$ cat config.mk
export PLATFORM = sky130hd
export DESIGN_NAME = mem_port_arbiter_flat
export DESIGN_NICKNAME = d
export VERILOG_FILES = /design/src/rtl/cpu_pkg.sv /design/src/rtl/mem_port_arbiter_if.sv /design/src/rtl/mem_port_arbiter_age_counter.sv /design/src/rtl/mem_port_arbiter.sv /design/src/flat_wrapper.sv
export SDC_FILE = /design/constraint.sdc
export NUM_CORES = 1
export LEC_CHECK = 0
export CORE_ASPECT_RATIO = 0.8
export CORE_MARGIN = 5
export CORE_UTILIZATION = 32
export CTS_CLUSTER_SIZE = 30
export DETAILED_ROUTE_END_ITERATION = 12
export GPL_ROUTABILITY_DRIVEN = 0
export GPL_TIMING_DRIVEN = 1
export PLACE_DENSITY = 0.95
export SYNTH_ARGS = -nofsm -noshare
export SYNTH_HDL_FRONTEND = slang
export SYNTH_SLANG_ARGS = --single-unit
$ cat constraint.sdc
create_clock -name clk -period 5.9 [get_ports clk]
set_input_delay 1.77 -clock clk [delete_from_list [all_inputs] [get_ports clk]]
set_output_delay 1.77 -clock clk [all_outputs]
set_load 0.02 [all_outputs]
$ cat src/rtl/cpu_pkg.sv
// Shared encodings for the data-memory port arbiter: access owner, arbiter state
// and the default CPU word width.
package cpu_pkg;

    localparam int unsigned DEFAULT_DATA_W = 16;

    typedef enum logic [1:0] {
        OWN_NONE = 2'd0,
        OWN_CPU  = 2'd1,
        OWN_UART = 2'd2
    } ownerT;

    typedef enum logic {
        ST_ARB   = 1'b0,
        ST_ULOCK = 1'b1
    } arbStateT;

endpackage

$ cat src/rtl/mem_port_arbiter_if.sv
// Request/response bundle between the CPU memory stage, the UART loader and the
// data RAM; the arbiter takes the slave view, requesters and RAM the master view.
interface mem_port_arbiter_if
    import cpu_pkg::*;
#(
    parameter int unsigned ADDR_W = 8,
    parameter int unsigned DATA_W = DEFAULT_DATA_W
);

    logic              cpu_req;
    logic              cpu_we;
    logic [ADDR_W-1:0] cpu_addr;
    logic [DATA_W-1:0] cpu_wdata;
    logic              cpu_stall;
    logic [DATA_W-1:0] cpu_rdata;
    logic              cpu_rvalid;

    logic              uart_req;
    logic              uart_lock;
    logic              uart_we;
    logic [ADDR_W-1:0] uart_addr;
    logic [DATA_W-1:0] uart_wdata;
    logic              uart_gnt;
    logic [DATA_W-1:0] uart_rdata;
    logic              uart_rvalid;

    logic              mem_en;
    logic              mem_we;
    logic [ADDR_W-1:0] mem_addr;
    logic [DATA_W-1:0] mem_wdata;
    logic [DATA_W-1:0] mem_rdata;

    modport slave (
        input  cpu_req, cpu_we, cpu_addr, cpu_wdata,
        output cpu_stall, cpu_rdata, cpu_rvalid,
        input  uart_req, uart_lock, uart_we, uart_addr, uart_wdata,
        output uart_gnt, uart_rdata, uart_rvalid,
        output mem_en, mem_we, mem_addr, mem_wdata,
        input  mem_rdata
    );

    modport master (
        output cpu_req, cpu_we, cpu_addr, cpu_wdata,
        input  cpu_stall, cpu_rdata, cpu_rvalid,
        output uart_req, uart_lock, uart_we, uart_addr, uart_wdata,
        input  uart_gnt, uart_rdata, uart_rvalid,
        input  mem_en, mem_we, mem_addr, mem_wdata,
        output mem_rdata
    );

endinterface

$ cat src/rtl/mem_port_arbiter_age_counter.sv
// Counts cycles a UART request has been refused; raises uartForce once the
// refusal count reaches MAX_WAIT so the CPU cannot starve the loader.
module arb_age_counter
    import cpu_pkg::*;
#(
    parameter int unsigned MAX_WAIT = 4
) (
    input  logic clk,
    input  logic reset,
    input  logic uartReq,
    input  logic uartGnt,
    output logic uartForce
);

    localparam logic [3:0] THRESH = 4'(MAX_WAIT);

    logic [3:0] waitCnt;

    always_ff @(posedge clk or negedge reset) begin
        if (!reset) begin
            waitCnt <= '0;
        end else if (uartGnt || !uartReq) begin
            waitCnt <= '0;
        end else if (waitCnt != 4'hF) begin
            waitCnt <= waitCnt + 4'd1;
        end
    end

    assign uartForce = uartReq && (waitCnt >= THRESH);

endmodule

$ cat src/rtl/mem_port_arbiter.sv
// Single data-memory port shared by the CPU memory stage and the UART loader.
// Optional build macro ARB_PERF_CNT_EN adds conflict / CPU-stall counters.
module mem_port_arbiter
    import cpu_pkg::*;
#(
    parameter int unsigned ADDR_W   = 8,
    parameter int unsigned DATA_W   = DEFAULT_DATA_W,
    parameter int unsigned MAX_WAIT = 4
) (
    input  logic                  clk,
    input  logic                  reset,
    mem_port_arbiter_if.slave     bus
`ifdef ARB_PERF_CNT_EN
    ,
    input  logic                  perf_clr,
    output logic [15:0]           conflict_cnt,
    output logic [15:0]           cpu_stall_cnt
`endif
);

    arbStateT          state;
    ownerT             rdOwner;
    logic              uartForce;
    logic              lockHeld;
    logic              cpuGnt;
    logic              uartGnt;
    logic [ADDR_W-1:0] muxAddr;
    logic [DATA_W-1:0] muxWdata;
    logic              muxWe;

    arb_age_counter #(.MAX_WAIT(MAX_WAIT)) ageCounter (
        .clk       (clk),
        .reset     (reset),
        .uartReq   (bus.uart_req),
        .uartGnt   (uartGnt),
        .uartForce (uartForce)
    );

    // Lock only holds while both request and lock stay high; otherwise this
    // cycle already falls back to normal arbitration.
    always_comb begin
        cpuGnt   = 1'b0;
        uartGnt  = 1'b0;
        lockHeld = (state == ST_ULOCK) && bus.uart_req && bus.uart_lock;
        if (reset) begin
            if (lockHeld || uartForce) begin
                uartGnt = 1'b1;
            end else if (bus.cpu_req) begin
                cpuGnt = 1'b1;
            end else if (bus.uart_req) begin
                uartGnt = 1'b1;
            end
        end
    end

    always_comb begin
        muxAddr  = '0;
        muxWdata = '0;
        muxWe    = 1'b0;
        if (cpuGnt) begin
            muxAddr  = bus.cpu_addr;
            muxWdata = bus.cpu_wdata;
            muxWe    = bus.cpu_we;
        end else if (uartGnt) begin
            muxAddr  = bus.uart_addr;
            muxWdata = bus.uart_wdata;
            muxWe    = bus.uart_we;
        end
    end

    assign bus.mem_en    = cpuGnt || uartGnt;
    assign bus.mem_we    = muxWe;
    assign bus.mem_addr  = muxAddr;
    assign bus.mem_wdata = muxWdata;

    assign bus.uart_gnt  = uartGnt;
    assign bus.cpu_stall = bus.cpu_req && !cpuGnt;

    always_ff @(posedge clk or negedge reset) begin
        if (!reset) begin
            state   <= ST_ARB;
            rdOwner <= OWN_NONE;
        end else begin
            state <= (uartGnt && bus.uart_lock) ? ST_ULOCK : ST_ARB;
            if (cpuGnt && !bus.cpu_we) begin
                rdOwner <= OWN_CPU;
            end else if (uartGnt && !bus.uart_we) begin
                rdOwner <= OWN_UART;
            end else begin
                rdOwner <= OWN_NONE;
            end
        end
    end

    // Synchronous RAM data lands one cycle after the grant; steer it by owner.
    assign bus.cpu_rvalid  = (rdOwner == OWN_CPU);
    assign bus.uart_rvalid = (rdOwner == OWN_UART);
    assign bus.cpu_rdata   = (rdOwner == OWN_CPU)  ? bus.mem_rdata : '0;
    assign bus.uart_rdata  = (rdOwner == OWN_UART) ? bus.mem_rdata : '0;

`ifdef ARB_PERF_CNT_EN
    always_ff @(posedge clk or negedge reset) begin
        if (!reset) begin
            conflict_cnt  <= '0;
            cpu_stall_cnt <= '0;
        end else if (perf_clr) begin
            conflict_cnt  <= '0;
            cpu_stall_cnt <= '0;
        end else begin
            if (bus.cpu_req && bus.uart_req && (conflict_cnt != 16'hFFFF)) begin
                conflict_cnt <= conflict_cnt + 16'd1;
            end
            if (bus.cpu_stall && (cpu_stall_cnt != 16'hFFFF)) begin
                cpu_stall_cnt <= cpu_stall_cnt + 16'd1;
            end
        end
    end
`endif

endmodule

$ cat src/flat_wrapper.sv
// flat-port wrapper written by rule: the top's interface ports become plain ports
module mem_port_arbiter_flat import cpu_pkg::*;
#(
    parameter int unsigned ADDR_W   = 8,
    parameter int unsigned DATA_W   = DEFAULT_DATA_W,
    parameter int unsigned MAX_WAIT = 4
)
  (clk, reset, bus_cpu_req, bus_cpu_we, bus_cpu_addr, bus_cpu_wdata, bus_cpu_stall, bus_cpu_rdata, bus_cpu_rvalid, bus_uart_req, bus_uart_lock, bus_uart_we, bus_uart_addr, bus_uart_wdata, bus_uart_gnt, bus_uart_rdata, bus_uart_rvalid, bus_mem_en, bus_mem_we, bus_mem_addr, bus_mem_wdata, bus_mem_rdata);
  mem_port_arbiter_if #(.ADDR_W(ADDR_W), .DATA_W(DATA_W)) bus_i ();
  input  logic clk;
  input  logic reset;
  input wire logic [$bits(bus_i.cpu_req)-1:0] bus_cpu_req;
  input wire logic [$bits(bus_i.cpu_we)-1:0] bus_cpu_we;
  input wire logic [$bits(bus_i.cpu_addr)-1:0] bus_cpu_addr;
  input wire logic [$bits(bus_i.cpu_wdata)-1:0] bus_cpu_wdata;
  output wire logic [$bits(bus_i.cpu_stall)-1:0] bus_cpu_stall;
  output wire logic [$bits(bus_i.cpu_rdata)-1:0] bus_cpu_rdata;
  output wire logic [$bits(bus_i.cpu_rvalid)-1:0] bus_cpu_rvalid;
  input wire logic [$bits(bus_i.uart_req)-1:0] bus_uart_req;
  input wire logic [$bits(bus_i.uart_lock)-1:0] bus_uart_lock;
  input wire logic [$bits(bus_i.uart_we)-1:0] bus_uart_we;
  input wire logic [$bits(bus_i.uart_addr)-1:0] bus_uart_addr;
  input wire logic [$bits(bus_i.uart_wdata)-1:0] bus_uart_wdata;
  output wire logic [$bits(bus_i.uart_gnt)-1:0] bus_uart_gnt;
  output wire logic [$bits(bus_i.uart_rdata)-1:0] bus_uart_rdata;
  output wire logic [$bits(bus_i.uart_rvalid)-1:0] bus_uart_rvalid;
  output wire logic [$bits(bus_i.mem_en)-1:0] bus_mem_en;
  output wire logic [$bits(bus_i.mem_we)-1:0] bus_mem_we;
  output wire logic [$bits(bus_i.mem_addr)-1:0] bus_mem_addr;
  output wire logic [$bits(bus_i.mem_wdata)-1:0] bus_mem_wdata;
  input wire logic [$bits(bus_i.mem_rdata)-1:0] bus_mem_rdata;
  assign bus_i.cpu_req = bus_cpu_req;
  assign bus_i.cpu_we = bus_cpu_we;
  assign bus_i.cpu_addr = bus_cpu_addr;
  assign bus_i.cpu_wdata = bus_cpu_wdata;
  assign bus_cpu_stall = bus_i.cpu_stall;
  assign bus_cpu_rdata = bus_i.cpu_rdata;
  assign bus_cpu_rvalid = bus_i.cpu_rvalid;
  assign bus_i.uart_req = bus_uart_req;
  assign bus_i.uart_lock = bus_uart_lock;
  assign bus_i.uart_we = bus_uart_we;
  assign bus_i.uart_addr = bus_uart_addr;
  assign bus_i.uart_wdata = bus_uart_wdata;
  assign bus_uart_gnt = bus_i.uart_gnt;
  assign bus_uart_rdata = bus_i.uart_rdata;
  assign bus_uart_rvalid = bus_i.uart_rvalid;
  assign bus_mem_en = bus_i.mem_en;
  assign bus_mem_we = bus_i.mem_we;
  assign bus_mem_addr = bus_i.mem_addr;
  assign bus_mem_wdata = bus_i.mem_wdata;
  assign bus_i.mem_rdata = bus_mem_rdata;
  mem_port_arbiter #(.ADDR_W(ADDR_W), .DATA_W(DATA_W), .MAX_WAIT(MAX_WAIT)) u_core (.clk(clk), .reset(reset), .bus(bus_i));
endmodule
==> impl_metrics.ini, run 1 <==
[cells_and_area]
nets = 405
syn_to_final_growth_pct = 102
drive_above_1_share_pct = 3.01
num-fill-cells = 321
stdcell_count = 387
diodes = 0

[logic_synthesis]
ys_ff_latch = 7
ys_warn_count = 0
yosys_most_used_dff = dfrtp_1
syn_inst = 215
synth_top_family_by_area = compound AO/OA/AOI/OAI gates
synth_edf_count = 0
synthAdderAreaFrac_pct = 0.956
muxShareOfSynthArea_pct = 0.765
synth_top_cell_area_share_pct = 19.5
syn_area_per_cell_um2 = 6.09
yosysMostFrequentCell = nand2_1
ys_seq_area_share_pct = 13.4
synth_common_cells = nand2_1, a21oi_1, and2_1
synth.area.top_cells = a21oi_1, and2_1, nand2_1, o21a_1, dfrtp_1
synth_compound_area_share_pct = 38.7
yosysTopAreaCell = a21oi_1
ys_types = 22
syn_nets = 287
mappedNetlistArea_um2 = 1310
synth-simple-area-share_pct = 36.2
yosys.area_share.xor_xnor_pct = 0.669
async_flop_share_pct = 100

[placed_design]
io_buffer_count = 132
dp.cells = 383
dpl.hpwl_mm = 4.12

[clocking]
root_buffer = clkbuf_8
cts_tree = done
clk_latency_ns = 0.22
cts_max_path_buffers = 2
cts_buffers = 3
h-tree-depth = 1
post_cts_buffers = 0
hold_buffers = 0
cts.clk_slew.worst_paths_ns = 0.04
clock_sinks = 7
cts_resized = 0

[setup_path]
r2r_cells = 4
startpoint_type = input pin
crit_fanout = 26
crit_chain = clkdlybuf4s50_1, a211o_1, buf_4, a21oi_1, o21a_1, clkdlybuf4s50_1
slowest_stage = clkdlybuf4s50_1
endpoint_kind = primary output
cp_common_cell = clkdlybuf4s50_1
r2r-start = u_core.ageCounter.waitCnt[3]
crit_arrival_ns = 3.72
rrSetupSlack_ns = 4.37
required_ns = 4.13
criticalPathCategory = in2out
worstReg2RegEnd = u_core.ageCounter.waitCnt[2]
max_stage_delay_ns = 0.60

[sta]
worst_slew_pin_slew_ns = 0.918
period_needed_ns = 5.49
rsz0062_at_grt = false
min_period_over_period_pct = 93.1
clock_skew_ns = 0.00235
slew_headroom_pct = 38.8
drv_slew = 0
timing.fmax_mhz = 182
hold_viol_final = 0
setup_viol = 0
tns_ns = 0

[grt]
grt_usage_pct = 18.0
antenna_found_initial = 0
grt.busiest_layer = met2
use_met2_pct = 31.4
grt_pass1_wl_mm = 7.94
grt_max_degree = 56
grtUsageMet1_pct = 21.7
grtUsageMet3_pct = 5.20
grt_overflow = 0
grt_pass1_vias = 1641

[routing]
wl_per_cell_um = 13.9
firstDrtPassIters = 5
drt_iter0_markers = 70
viasPerCell = 4.90
ant_nets = 0
routed-via-count = 1898
wirelength_mm = 5.38
drc = 0

[floorplan]
start_util_pct = 33.7
die_w_um = 81.5
dieHeight_um = 67.2
num_rows = 20
io_pins = 133
core_area_um2 = 3880
die-area_um2 = 5480

[pwr]
leakagePower_uw = 0.00107
p_per_area_nw_per_um2 = 110
vdd_drop_max_mv = 0.0694

[worst_hold_path]
holdPathEnd = u_core.ageCounter.waitCnt[1]
hp-start = u_core.ageCounter.waitCnt[1]
hold_class = reg2reg
worstHoldPathCells = 2

[job]
maxCapViolCount = 0

[outcome]
run_status = complete, no violations
-- kinds of logic after synthesis --
kind of cell	Yosys count
AO/OA/AOI/OAI	83
XOR/XNOR	1
adder cells (fa/ha/maj)	1
buffers and inverters	23
flip-flops	7
multiplexers	1
AND/OR/NAND/NOR	99
-- final cells by class --
class                      instances  area [um2]  share of cell area [%]
clock buffer                       4        45.0                    1.70
multi-input combinational        185        1010                    38.3
sequential                         7         175                    6.63
tap                               55        68.8                    2.60
timing repair buffer             136        1340                    50.8
-- worst max-delay path, delay by kind of cell --
family          cells  cell delay, ns
buf+inv             3            1.30
compound gates      3            0.64
-- per-stage QoR --
| stage | setup slack (ns) | area, um2 | utilization (%) | hold slack, ns | total power, uW |
|---|---|---|---|---|---|
| finish | 0.408 | 2640 | 68.1 | 0.589 | 291 |
| CTS | 0.391 | 2640 | 68.1 | 0.593 | 293 |
| floorplan | 1.32 | 1310 | - | 0.535 | 137 |
| detailed placement | 0.393 | 2600 | 67.0 | 0.583 | 226 |
| global route | 0.306 | 2640 | 68.1 | 0.646 | 310 |
| global placement | 0.431 | 2600 | 67.0 | 0.557 | 223 |
-- layout by cell type (no fill, tap or decap) --
cell             instances
nand3_1                  2
buf_4                    4
nand2_1                 53
a21boi_0                 1
buf_2                    2
xnor2_1                  1
o21a_1                  26
dfrtp_1                  7
clkbuf_1                 1
a211oi_1                 1
nor2_1                   5
ha_1                     1
clkdlybuf4s50_1        130
mux2i_1                  1
and2_1                  33
nor2b_1                  4
clkbuf_8                 3
nor3_1                   1
a31oi_1                  2
a211o_1                  1
and4b_1                  1
a211oi_4                 1
a21oi_1                 51
-- report_power, final --
part           leakage (uW)  switching, uW  total (uW)  internal (uW)
Sequential        0.0000947           3.22        54.2           50.9
Combinational      0.000951           77.3         170           92.9
Clock             0.0000228           19.9        66.6           46.7
Total               0.00107            100         291            191
-- layer usage --
metal,share of wire (%),vias to the layer above
met1,40,841
met5,0,-
met2,47,92
met3,12,4
li1,-,961
met4,0.80,0
-- worst max-delay path by stage --
stage	start	to	slack, ns
5_1_grt	bus_uart_lock	bus_mem_addr[1]	0.31
6_report	bus_uart_lock	bus_mem_addr[7]	0.41
2_1_floorplan	bus_uart_req	bus_cpu_stall	1.32
3_5_place_dp	bus_uart_lock	bus_mem_wdata[6]	0.39
3_3_place_gp	bus_uart_lock	bus_mem_wdata[8]	0.43
4_1_cts	bus_uart_lock	bus_mem_wdata[6]	0.39
-- state kept, by name (all words and copies together) (netlist names) --
| register | flops |
|---|---|
| u_core.state | 1 |
| u_core.rdOwner | 2 |
| u_core.ageCounter.waitCnt | 4 |
No activity file was read; power rests on OpenSTA's default activity.
==> inputs of run 2 (changes only) <==
- PLACE_DENSITY: 0.95 -> 0.9
==> impl_metrics.ini, run 2 (synthesis gave the netlist of run 1 again) <==
[outcome]
run_status = complete, no violations

[floorplan]
num_rows = 20
die-area_um2 = 5480
dieHeight_um = 67.2
start_util_pct = 33.7
core_area_um2 = 3880
io_pins = 133
die_w_um = 81.5

[routing]
wl_per_cell_um = 14.2
wirelength_mm = 5.49
wl_met3_um = 738
wl_met1_mm = 2.08
viasPerCell = 4.85
drc = 0
drt_iter0_markers = 68
met2_length_mm = 2.56
routed-via-count = 1883
ant_nets = 0
highest_layer = met4
firstDrtPassIters = 4

[sta]
drv_slew = 0
clock_skew_ns = 0.00647
rsz0062_at_grt = false
period_needed_ns = 5.50
hold_slack_ns = 0.598
tns_ns = 0
timing.fmax_mhz = 182
setup_viol = 0
setup_ws_ns = 0.400
min_period_over_period_pct = 93.2
hold_viol_final = 0
worst_slew_pin_slew_ns = 0.851
slew_headroom_pct = 43.2

[setup_path]
crit_buf_inv = 3
crit_arrival_ns = 3.73
r2r_cells = 4
cp_common_cell = clkdlybuf4s50_1
critPathTopFamily = buffers and inverters
slowest_stage = clkdlybuf4s50_1
max_stage_delay_ns = 0.61
startpoint_type = input pin
r2r-start = u_core.ageCounter.waitCnt[3]
rrSetupSlack_ns = 4.34
required_ns = 4.13
worstReg2RegEnd = u_core.ageCounter.waitCnt[2]
endpoint_kind = primary output
crit_fanout = 26
crit_cells = 6
crit_chain = clkdlybuf4s50_1, a211o_1, buf_4, a21oi_1, o21a_1, clkdlybuf4s50_1
criticalPathCategory = in2out

[cells_and_area]
nets = 406
reg.largest.list = u_core.ageCounter.waitCnt: 4 flops, u_core.rdOwner: 2 flops, u_core.state: 1 flops
drive_above_1_share_pct = 3.60
stdcell_count = 388
largest-register = u_core.ageCounter.waitCnt
syn_to_final_growth_pct = 104
largest_reg_flops = 4
final_cell_area_um2 = 2680
most-common-layout-cells = clkdlybuf4s50_1, nand2_1, a21oi_1
layout_commonest_cell = clkdlybuf4s50_1
num-fill-cells = 316
diodes = 0

[placed_design]
dp.cells = 384
io_buffer_count = 132
dp_worst_setup_slack_ns = 0.370
dpl.hpwl_mm = 4.30
place_area_um2 = 2630

[clocking]
cts_tree = done
clk_latency_ns = 0.23
cts_max_path_buffers = 2
cts.clk_slew.worst_paths_ns = 0.04
cts_resized = 0
root_buffer = clkbuf_8
cts_buffers = 3
post_cts_buffers = 0
hold_buffers = 0
h-tree-depth = 1
clock_sinks = 7

[worst_hold_path]
worstHoldPathCells = 2
holdPathEnd = u_core.ageCounter.waitCnt[1]
hp-start = u_core.ageCounter.waitCnt[1]
hold_class = reg2reg

[grt]
grt_pass1_vias = 1839
grt_pass1_wl_mm = 8.54
grt_overflow = 0
grt_max_degree = 56
grt_usage_pct = 19.5
antenna_found_initial = 0

[pwr]
vdd_drop_max_mv = 0.0759
p_per_area_nw_per_um2 = 110
leakagePower_uw = 0.00109

[job]
maxCapViolCount = 0
run 2: through the flow:
| stage | total power (uW) | utilization [%] |
|---|---|---|
| floorplan | 137 | - |
| global placement | 226 | 67.8 |
| detailed placement | 228 | 67.8 |
| CTS | 298 | 69.0 |
| global route | 316 | 69.0 |
| finish | 296 | 69.0 |
run 2: worst max-delay path by stage:
stage	from	to	slack (ns)
after floorplan	bus_uart_req	bus_cpu_stall	1.32
after global placement	bus_uart_lock	bus_mem_wdata[10]	0.43
after detailed placement	bus_uart_lock	bus_mem_wdata[15]	0.37
after CTS	bus_uart_lock	bus_mem_wdata[15]	0.38
after global routing	bus_uart_lock	bus_mem_wdata[11]	0.27
final	bus_uart_lock	bus_mem_wdata[10]	0.40
run 2: worst reg2reg max path, cell delays in order, from the launching register on:
cell and delay [ns]:
dfrtp_1 0.45, a211oi_4 0.23, buf_4 0.32, a31oi_1 0.23, nor3_1 0.24
run 2: layout make-up:
class | count | area (um2) | share of cell area (%)
timing repair buffer | 137 | 1370 | 51.3
multi-input combinational | 185 | 1010 | 37.8
sequential | 7 | 175 | 6.55
tap | 55 | 68.8 | 2.57
clock buffer | 3 | 41.3 | 1.54
clock inverter | 1 | 5.00 | 0.187
run 2: where the power goes:
part           internal [uW]  switching (uW)  leakage (uW)
registers               50.9            3.23     0.0000947
clock network           45.9            22.8     0.0000255
logic                   95.0            77.9      0.000965
total                    192             104       0.00109
run 2: per-layer routing:
metal | track usage (%) | vias to the layer above
met1 | 21.2 | 820
met3 | 5.73 | 10
met4 | 7.17 | 0
li1 | - | 957
met2 | 35.6 | 96
met5 | 0 | -
